File: src/rtl/rv32v_vreg_wb_buffer.sv
// rv32v_vreg_wb_buffer
// -----------------------------------------------------------------------------
// Write-back staging buffer between the vector ROB commit port and the vector
// register file write port. Committed writes are queued in order in a small
// FIFO and drained one per cycle when the VRF grants its write port.
//
// Each queued entry holds a destination register and a bit-granular write
// mask with matching data. A full-register ROB write turns its byte enables
// into a bit mask. A single-bit mask write becomes a one-hot mask, with its
// data bit at the same position.
//
// Ports:
//   clk_i, rst_ni           clock, asynchronous active-low reset
//   rob_wen_i/vd/byte_en/wdata  committed full-register write
//   sb_wen_i/vd/idx/bit     committed single-bit mask write
//   full_o                  commit must stall (fewer than two free slots)
//   empty_o, count_o        occupancy
//   overflow_o              sticky: a write arrived with no free slot
//   vrf_wen_o/vd/wmask/wdata  head entry presented to the VRF
//   vrf_ready_i             VRF accepts the head entry this cycle
//   lookup_vs1_i/vs2_i      decode source registers
//   pend_hit1_o/hit2_o      a queued entry targets the looked-up register
// -----------------------------------------------------------------------------
module rv32v_vreg_wb_buffer #(
   parameter int DEPTH = 4,
   parameter int VLEN  = 128
) (
   input  logic                      clk_i,
   input  logic                      rst_ni,
   input  logic                      rob_wen_i,
   input  logic [4:0]                rob_vd_i,
   input  logic [VLEN/8-1:0]         rob_byte_en_i,
   input  logic [VLEN-1:0]           rob_wdata_i,
   input  logic                      sb_wen_i,
   input  logic [4:0]                sb_vd_i,
   input  logic [$clog2(VLEN)-1:0]   sb_idx_i,
   input  logic                      sb_bit_i,
   output logic                      full_o,
   output logic                      empty_o,
   output logic [$clog2(DEPTH):0]    count_o,
   output logic                      overflow_o,
   output logic                      vrf_wen_o,
   output logic [4:0]                vrf_vd_o,
   output logic [VLEN-1:0]           vrf_wmask_o,
   output logic [VLEN-1:0]           vrf_wdata_o,
   input  logic                      vrf_ready_i,
   input  logic [4:0]                lookup_vs1_i,
   input  logic [4:0]                lookup_vs2_i,
   output logic                      pend_hit1_o,
   output logic                      pend_hit2_o
);

   localparam int PW = $clog2(DEPTH);
   localparam int CW = $clog2(DEPTH) + 1;
   localparam logic [CW-1:0] DEPTH_C = CW'(DEPTH);

   logic [4:0]      vd_q    [DEPTH];
   logic [VLEN-1:0] wmask_q [DEPTH];
   logic [VLEN-1:0] wdata_q [DEPTH];
   logic [DEPTH-1:0] valid_q;

   logic [PW-1:0] head_q, head_d;
   logic [PW-1:0] tail_q, tail_d;
   logic [CW-1:0] count_q, count_d;
   logic          overflow_q, overflow_d;

   logic [VLEN-1:0] rob_wmask;
   logic [VLEN-1:0] sb_wmask;
   logic [VLEN-1:0] sb_wdata;
   logic [CW-1:0]   free_slots;
   logic [CW-1:0]   sb_need;
   logic            deq;
   logic            rob_accept;
   logic            sb_accept;
   logic [PW-1:0]   sb_slot;

   // Expand the ROB byte enables into a bit mask: every bit of byte b
   // follows rob_byte_en_i[b].
   always_comb begin
      rob_wmask = '0;
      for (int i = 0; i < VLEN; i++) begin
         rob_wmask[i] = rob_byte_en_i[i/8];
      end
   end

   // A mask write touches exactly one bit. All other data bits are zero,
   // so the VRF sees a clean one-hot update.
   assign sb_wmask = {{(VLEN-1){1'b0}}, 1'b1} << sb_idx_i;
   assign sb_wdata = {{(VLEN-1){1'b0}}, sb_bit_i} << sb_idx_i;

   // Slot accounting. A slot freed by this cycle's dequeue may be reused at
   // the same edge. On a dual write the ROB entry takes the first free slot,
   // so when only one slot is left the mask write is the one dropped.
   always_comb begin
      deq        = (count_q != '0) && vrf_ready_i;
      free_slots = DEPTH_C - count_q + CW'(deq);
      rob_accept = rob_wen_i && (free_slots != '0);
      sb_need    = rob_accept ? CW'(2) : CW'(1);
      sb_accept  = sb_wen_i && (free_slots >= sb_need);
      sb_slot    = tail_q + PW'(rob_accept);

      head_d     = deq ? head_q + PW'(1) : head_q;
      tail_d     = tail_q + PW'(rob_accept) + PW'(sb_accept);
      count_d    = count_q + CW'(rob_accept) + CW'(sb_accept) - CW'(deq);
      overflow_d = overflow_q
                   || (rob_wen_i && !rob_accept)
                   || (sb_wen_i && !sb_accept);
   end

   // Pointer, occupancy and sticky error registers.
   always_ff @(posedge clk_i or negedge rst_ni) begin
      if (!rst_ni) begin
         head_q     <= '0;
         tail_q     <= '0;
         count_q    <= '0;
         overflow_q <= 1'b0;
      end else begin
         head_q     <= head_d;
         tail_q     <= tail_d;
         count_q    <= count_d;
         overflow_q <= overflow_d;
      end
   end

   // Entry storage. The dequeue clear is written before the enqueue sets.
   // When a full buffer drains and refills the same slot in one cycle, the
   // new entry therefore stays valid.
   always_ff @(posedge clk_i or negedge rst_ni) begin
      if (!rst_ni) begin
         valid_q <= '0;
         for (int i = 0; i < DEPTH; i++) begin
            vd_q[i]    <= '0;
            wmask_q[i] <= '0;
            wdata_q[i] <= '0;
         end
      end else begin
         if (deq) begin
            valid_q[head_q] <= 1'b0;
         end
         if (rob_accept) begin
            valid_q[tail_q] <= 1'b1;
            vd_q[tail_q]    <= rob_vd_i;
            wmask_q[tail_q] <= rob_wmask;
            wdata_q[tail_q] <= rob_wdata_i;
         end
         if (sb_accept) begin
            valid_q[sb_slot] <= 1'b1;
            vd_q[sb_slot]    <= sb_vd_i;
            wmask_q[sb_slot] <= sb_wmask;
            wdata_q[sb_slot] <= sb_wdata;
         end
      end
   end

   // The head entry drives the VRF port. The outputs are forced to zero when
   // the buffer is empty, so stale slot contents never leak out.
   always_comb begin
      vrf_wen_o   = (count_q != '0);
      vrf_vd_o    = '0;
      vrf_wmask_o = '0;
      vrf_wdata_o = '0;
      if (vrf_wen_o) begin
         vrf_vd_o    = vd_q[head_q];
         vrf_wmask_o = wmask_q[head_q];
         vrf_wdata_o = wdata_q[head_q];
      end
   end

   // RAW lookup runs over registered entries only. An entry leaving this
   // cycle still reports a hit, and a write arriving this cycle is not yet
   // visible.
   always_comb begin
      pend_hit1_o = 1'b0;
      pend_hit2_o = 1'b0;
      for (int i = 0; i < DEPTH; i++) begin
         if (valid_q[i] && (vd_q[i] == lookup_vs1_i)) begin
            pend_hit1_o = 1'b1;
         end
         if (valid_q[i] && (vd_q[i] == lookup_vs2_i)) begin
            pend_hit2_o = 1'b1;
         end
      end
   end

   assign count_o    = count_q;
   assign empty_o    = (count_q == '0);
   assign full_o     = (DEPTH_C - count_q) < CW'(2);
   assign overflow_o = overflow_q;

endmodule

File: config.mk
export PLATFORM = sky130hd
export DESIGN_NAME = rv32v_vreg_wb_buffer
export DESIGN_NICKNAME = d
export VERILOG_FILES = /design/src/rtl/rv32v_vreg_wb_buffer.sv
export SDC_FILE = /design/constraint.sdc
export NUM_CORES = 2
export LEC_CHECK = 0
export BUFFER_PORTS_ARGS = -buffer_cell sky130_fd_sc_hd__buf_2
export CAP_MARGIN = 20
export CELL_PAD_IN_SITES_DETAIL_PLACEMENT = 1
export CELL_PAD_IN_SITES_GLOBAL_PLACEMENT = 1
export CORE_MARGIN = 3
export CORE_UTILIZATION = 51
export DETAILED_ROUTE_END_ITERATION = 8
export GPL_TIMING_DRIVEN = 0
export PLACE_DENSITY_LB_ADDON = 0.1
export SLEW_MARGIN = 10
export SYNTH_ARGS = -nofsm -noshare
export SYNTH_HDL_FRONTEND = slang
export SYNTH_SLANG_ARGS = --single-unit
File: constraint.sdc
create_clock -name clk_i -period 9.15 [get_ports clk_i]
set_input_delay 0.4575 -clock clk_i [delete_from_list [all_inputs] [get_ports clk_i]]
set_output_delay 0.4575 -clock clk_i [all_outputs]
set_load 0.05 [all_outputs]
==> key figures <==
Global routing
  – Total GRT Usage: 46.9%
  – Number of global-route vias before repair: 56200
  – Total gr overflow: 0
  – Initial antenna violation count: 51
  – Largest net degree at the start of global routing: 145
  – First-pass GRT wire length: 382000 um

Timing
  – Max Slew Vio Count: 0
  – RSZ-0062 raised after global routing: false
  – Final Hold Fails: 0
  – Worst-margin pin slew: 1.32 ns
  – F_max: 137 MHz
  – Endpoints failing setup: 0
  – Post-Route Skew: 0.0304 ns
  – Tmin final: 7.29 ns
  – Final period util: 79.6%
  – Slew headroom: 12.0%
  – Sum Neg Setup Slack: 0 ns

CTS
  – Skew-Pair Late Insertion Delay: 0.73 ns
  – Resized cells post-CTS: 0
  – Clock transition at the registers of the reported paths: 0.07 ns
  – Num Clock Sinks: 1056
  – # H-tree levels: 3
  – CTS tree: built
  – Clock root buffer: clkbuf_16
  – CTS Buffer Depth: 3
  – CTS buffer count: 116

Worst setup path
  – CP top delay family: buffers and inverters
  – Worst endpoint required time: 9.67 ns
  – CP max-delay cell: clkbuf_1
  – Crit-path cells: inv_1 -> ha_1 -> ha_1 -> nor2b_1 -> clkbuf_1 -> and2_1 -> ha_1 -> xnor2_2 -> or2_2 -> o21ai_0 -> inv_1 -> ha_1 -> nand2_1 -> nor3_2 -> clkbuf_1 -> clkbuf_1 -> a22oi_1
  – Crit Path Category: flip-flop to flip-flop
  – CP peak stage delay: 0.83 ns
  – Startpoint Class: flip-flop
  – CP arrival: 7.81 ns
  – Buf/Inv on CP: 5
  – Worst Setup End Kind: flip-flop
  – Maximum fanout along the worst path: 10
  – Crit path top cell by count: ha_1

Yosys
  – Synth Flop Type: dfrtp_1
  – Post-Syn Area: 54300 um2
  – Area contributors post-synth: dfrtp_1 49%, a21oi_1 13%, mux4_2 11%
  – Cells after Synth: 5618
  – Net Count, Synth: 5808
  – Netlist cell types: 35
  – EDFF count, synth: 0
  – Most common library cells after synthesis: 1441 x a21oi_1, 1207 x nand2_1, 1056 x dfrtp_1
  – Synth Register Bits: 1056
  – Yosys top cell area share: 48.7%
  – Sequential share of the synthesized area: 48.7%
  – Avg Cell Area, Syn: 9.66 um2
  – Synth warn: 0
  – Top-count cell post-synth: a21oi_1
  – Ys async rst share: 100%
  – Synth area leader: dfrtp_1

Final layout
  – Synth-to-layout area growth: 15.9%
  – Final #Nets: 6413
  – Share of layout cells above drive strength 1: 18.9%

Detailed routing
  – # DRC: 0
  – Via count: 54800
  – DRT antenna net count: 0
  – Routed wire per std cell: 34.1 um
  – 1st-iter DRT viols: 7768
  – Final WL: 264000 um
  – Detailed Routing Iterations Pass 1: 6
  – Via density: 7.06

Die
  – Initial Utilization: 51.5%
  – Die W: 332 um
  – Die Span Y: 332 um
  – Core Box Area: 105000 um2
  – Die area: 110000 um2
  – I/O Pins: 447
  – Row count: 119

Placement
  – Placer congestion estimate: 0.965
  – Placed wire-length estimate: 181000 um
  – # port buffers: 444

Flow run
  – Maxcap violations: 0

Min path
  – HP Class: input port to flip-flop

Status
  – Outcome: finished clean
==> cells in the final DEF (no fill, tap or decap), types with 9 or more instances in the layout <==
| cell type | count |
|---|---|
| a21oi_1 | 1441 |
| a21oi_2 | 56 |
| a22oi_1 | 584 |
| and2_1 | 262 |
| buf_1 | 47 |
| buf_2 | 605 |
| buf_4 | 28 |
| buf_6 | 10 |
| buf_8 | 20 |
| clkbuf_1 | 346 |
| clkbuf_16 | 117 |
| clkbuf_8 | 40 |
| clkinv_2 | 18 |
| dfrtp_1 | 1056 |
| diode_2 | 51 |
| ha_1 | 11 |
| inv_1 | 12 |
| mux4_2 | 261 |
| nand2_1 | 1207 |
| nand3_1 | 11 |
| nor2_1 | 47 |
| nor3_1 | 10 |
| nor4_1 | 9 |
| xnor2_1 | 12 |
| xor2_1 | 35 |
==> worst paths after layout <==
path                                     endpoint  slack (ns)                   start  depth (start not counted)
hold reg to reg            wdata_q[251]$_DFF_PN0_        0.52  wdata_q[251]$_DFF_PN0_                          2
setup / recovery           wdata_q[317]$_DFF_PN0_        1.86    count_o[0]$_DFF_PN0_                         17
min in group asynchronous  wmask_q[412]$_DFF_PN0_        0.27                  rst_ni                          2
max in group asynchronous  wdata_q[106]$_DFF_PN0_        5.61                  rst_ni                          7
hold / removal                 vd_q[11]$_DFF_PN0_        0.04              sb_vd_i[1]                          3
setup reg to reg           wdata_q[317]$_DFF_PN0_        1.86    count_o[0]$_DFF_PN0_                         17
==> sequential cells by signal, summed over array words and instances, names as in the netlist <==
signal and count:
wmask_q 512, count_o 3, valid_q 4, vd_q 20, wdata_q 512, head_q 2
overflow_o 1, tail_q 2
==> tightest hold or removal path: cells and delay by family <==
kind | cells | cell delay (ns)
buf+inv | 1 | 0.13
simple gates | 1 | 0.10
compound gates | 1 | 0.05
==> cell families after synthesis <==
kind of cell | Yosys count | synth area share, %
compound gates | 2094 | 22.5
simple gates | 1572 | 12.4
flops | 1056 | 48.7
buf+inv | 573 | 4.51
mux | 261 | 10.8
xor+xnor | 49 | 0.818
fa+ha+maj | 13 | 0.327
==> area by class of cell <==
cell class              instances  area (um2)
diodes                         51         128
flip-flops and latches       1056       26400
clock inverters                27         269
clock buffers                 182        3570
repair buffers                487        2930
plain buffers                 560        2410
inverters                      13        48.8
fillers                     12100       42500
multi-input cells            3989       25400
well taps                    1391        1740
==> metrics by stage <==
step                      setup slack (ns)  hold WS [ns]  instances  cell area (um2)  util, %
after floorplan                       3.94         0.162       5618            54300        -
after global placement              -16.53         0.502       7453            58300     55.3
after detailed placement              2.43         0.434       7480            58800     55.8
after CTS                             2.30        0.0150       7691            62600     59.4
after global routing                  1.80        0.0533       7723            62900     59.6
final                                 1.86        0.0427       7756            62900     59.7
==> per-layer routing <==
layer	global-route usage, %	vias to the layer above	wire length [um]
met5	0	-	90
met4	30.4	14	19300
met3	18.4	1045	37600
met2	65.4	4415	111000
met1	60.8	27900	96500
li1	-	21400	-
==> what timing repair did <==
action / in CTS / in global routing
hold buffers: 2 / 0
buffers inserted: 0 / 0
hold endpoints to repair: 90 / 0
Power is not shown: default switching activity piles up to over one toggle a cycle in this logic, so the estimate is an artifact.
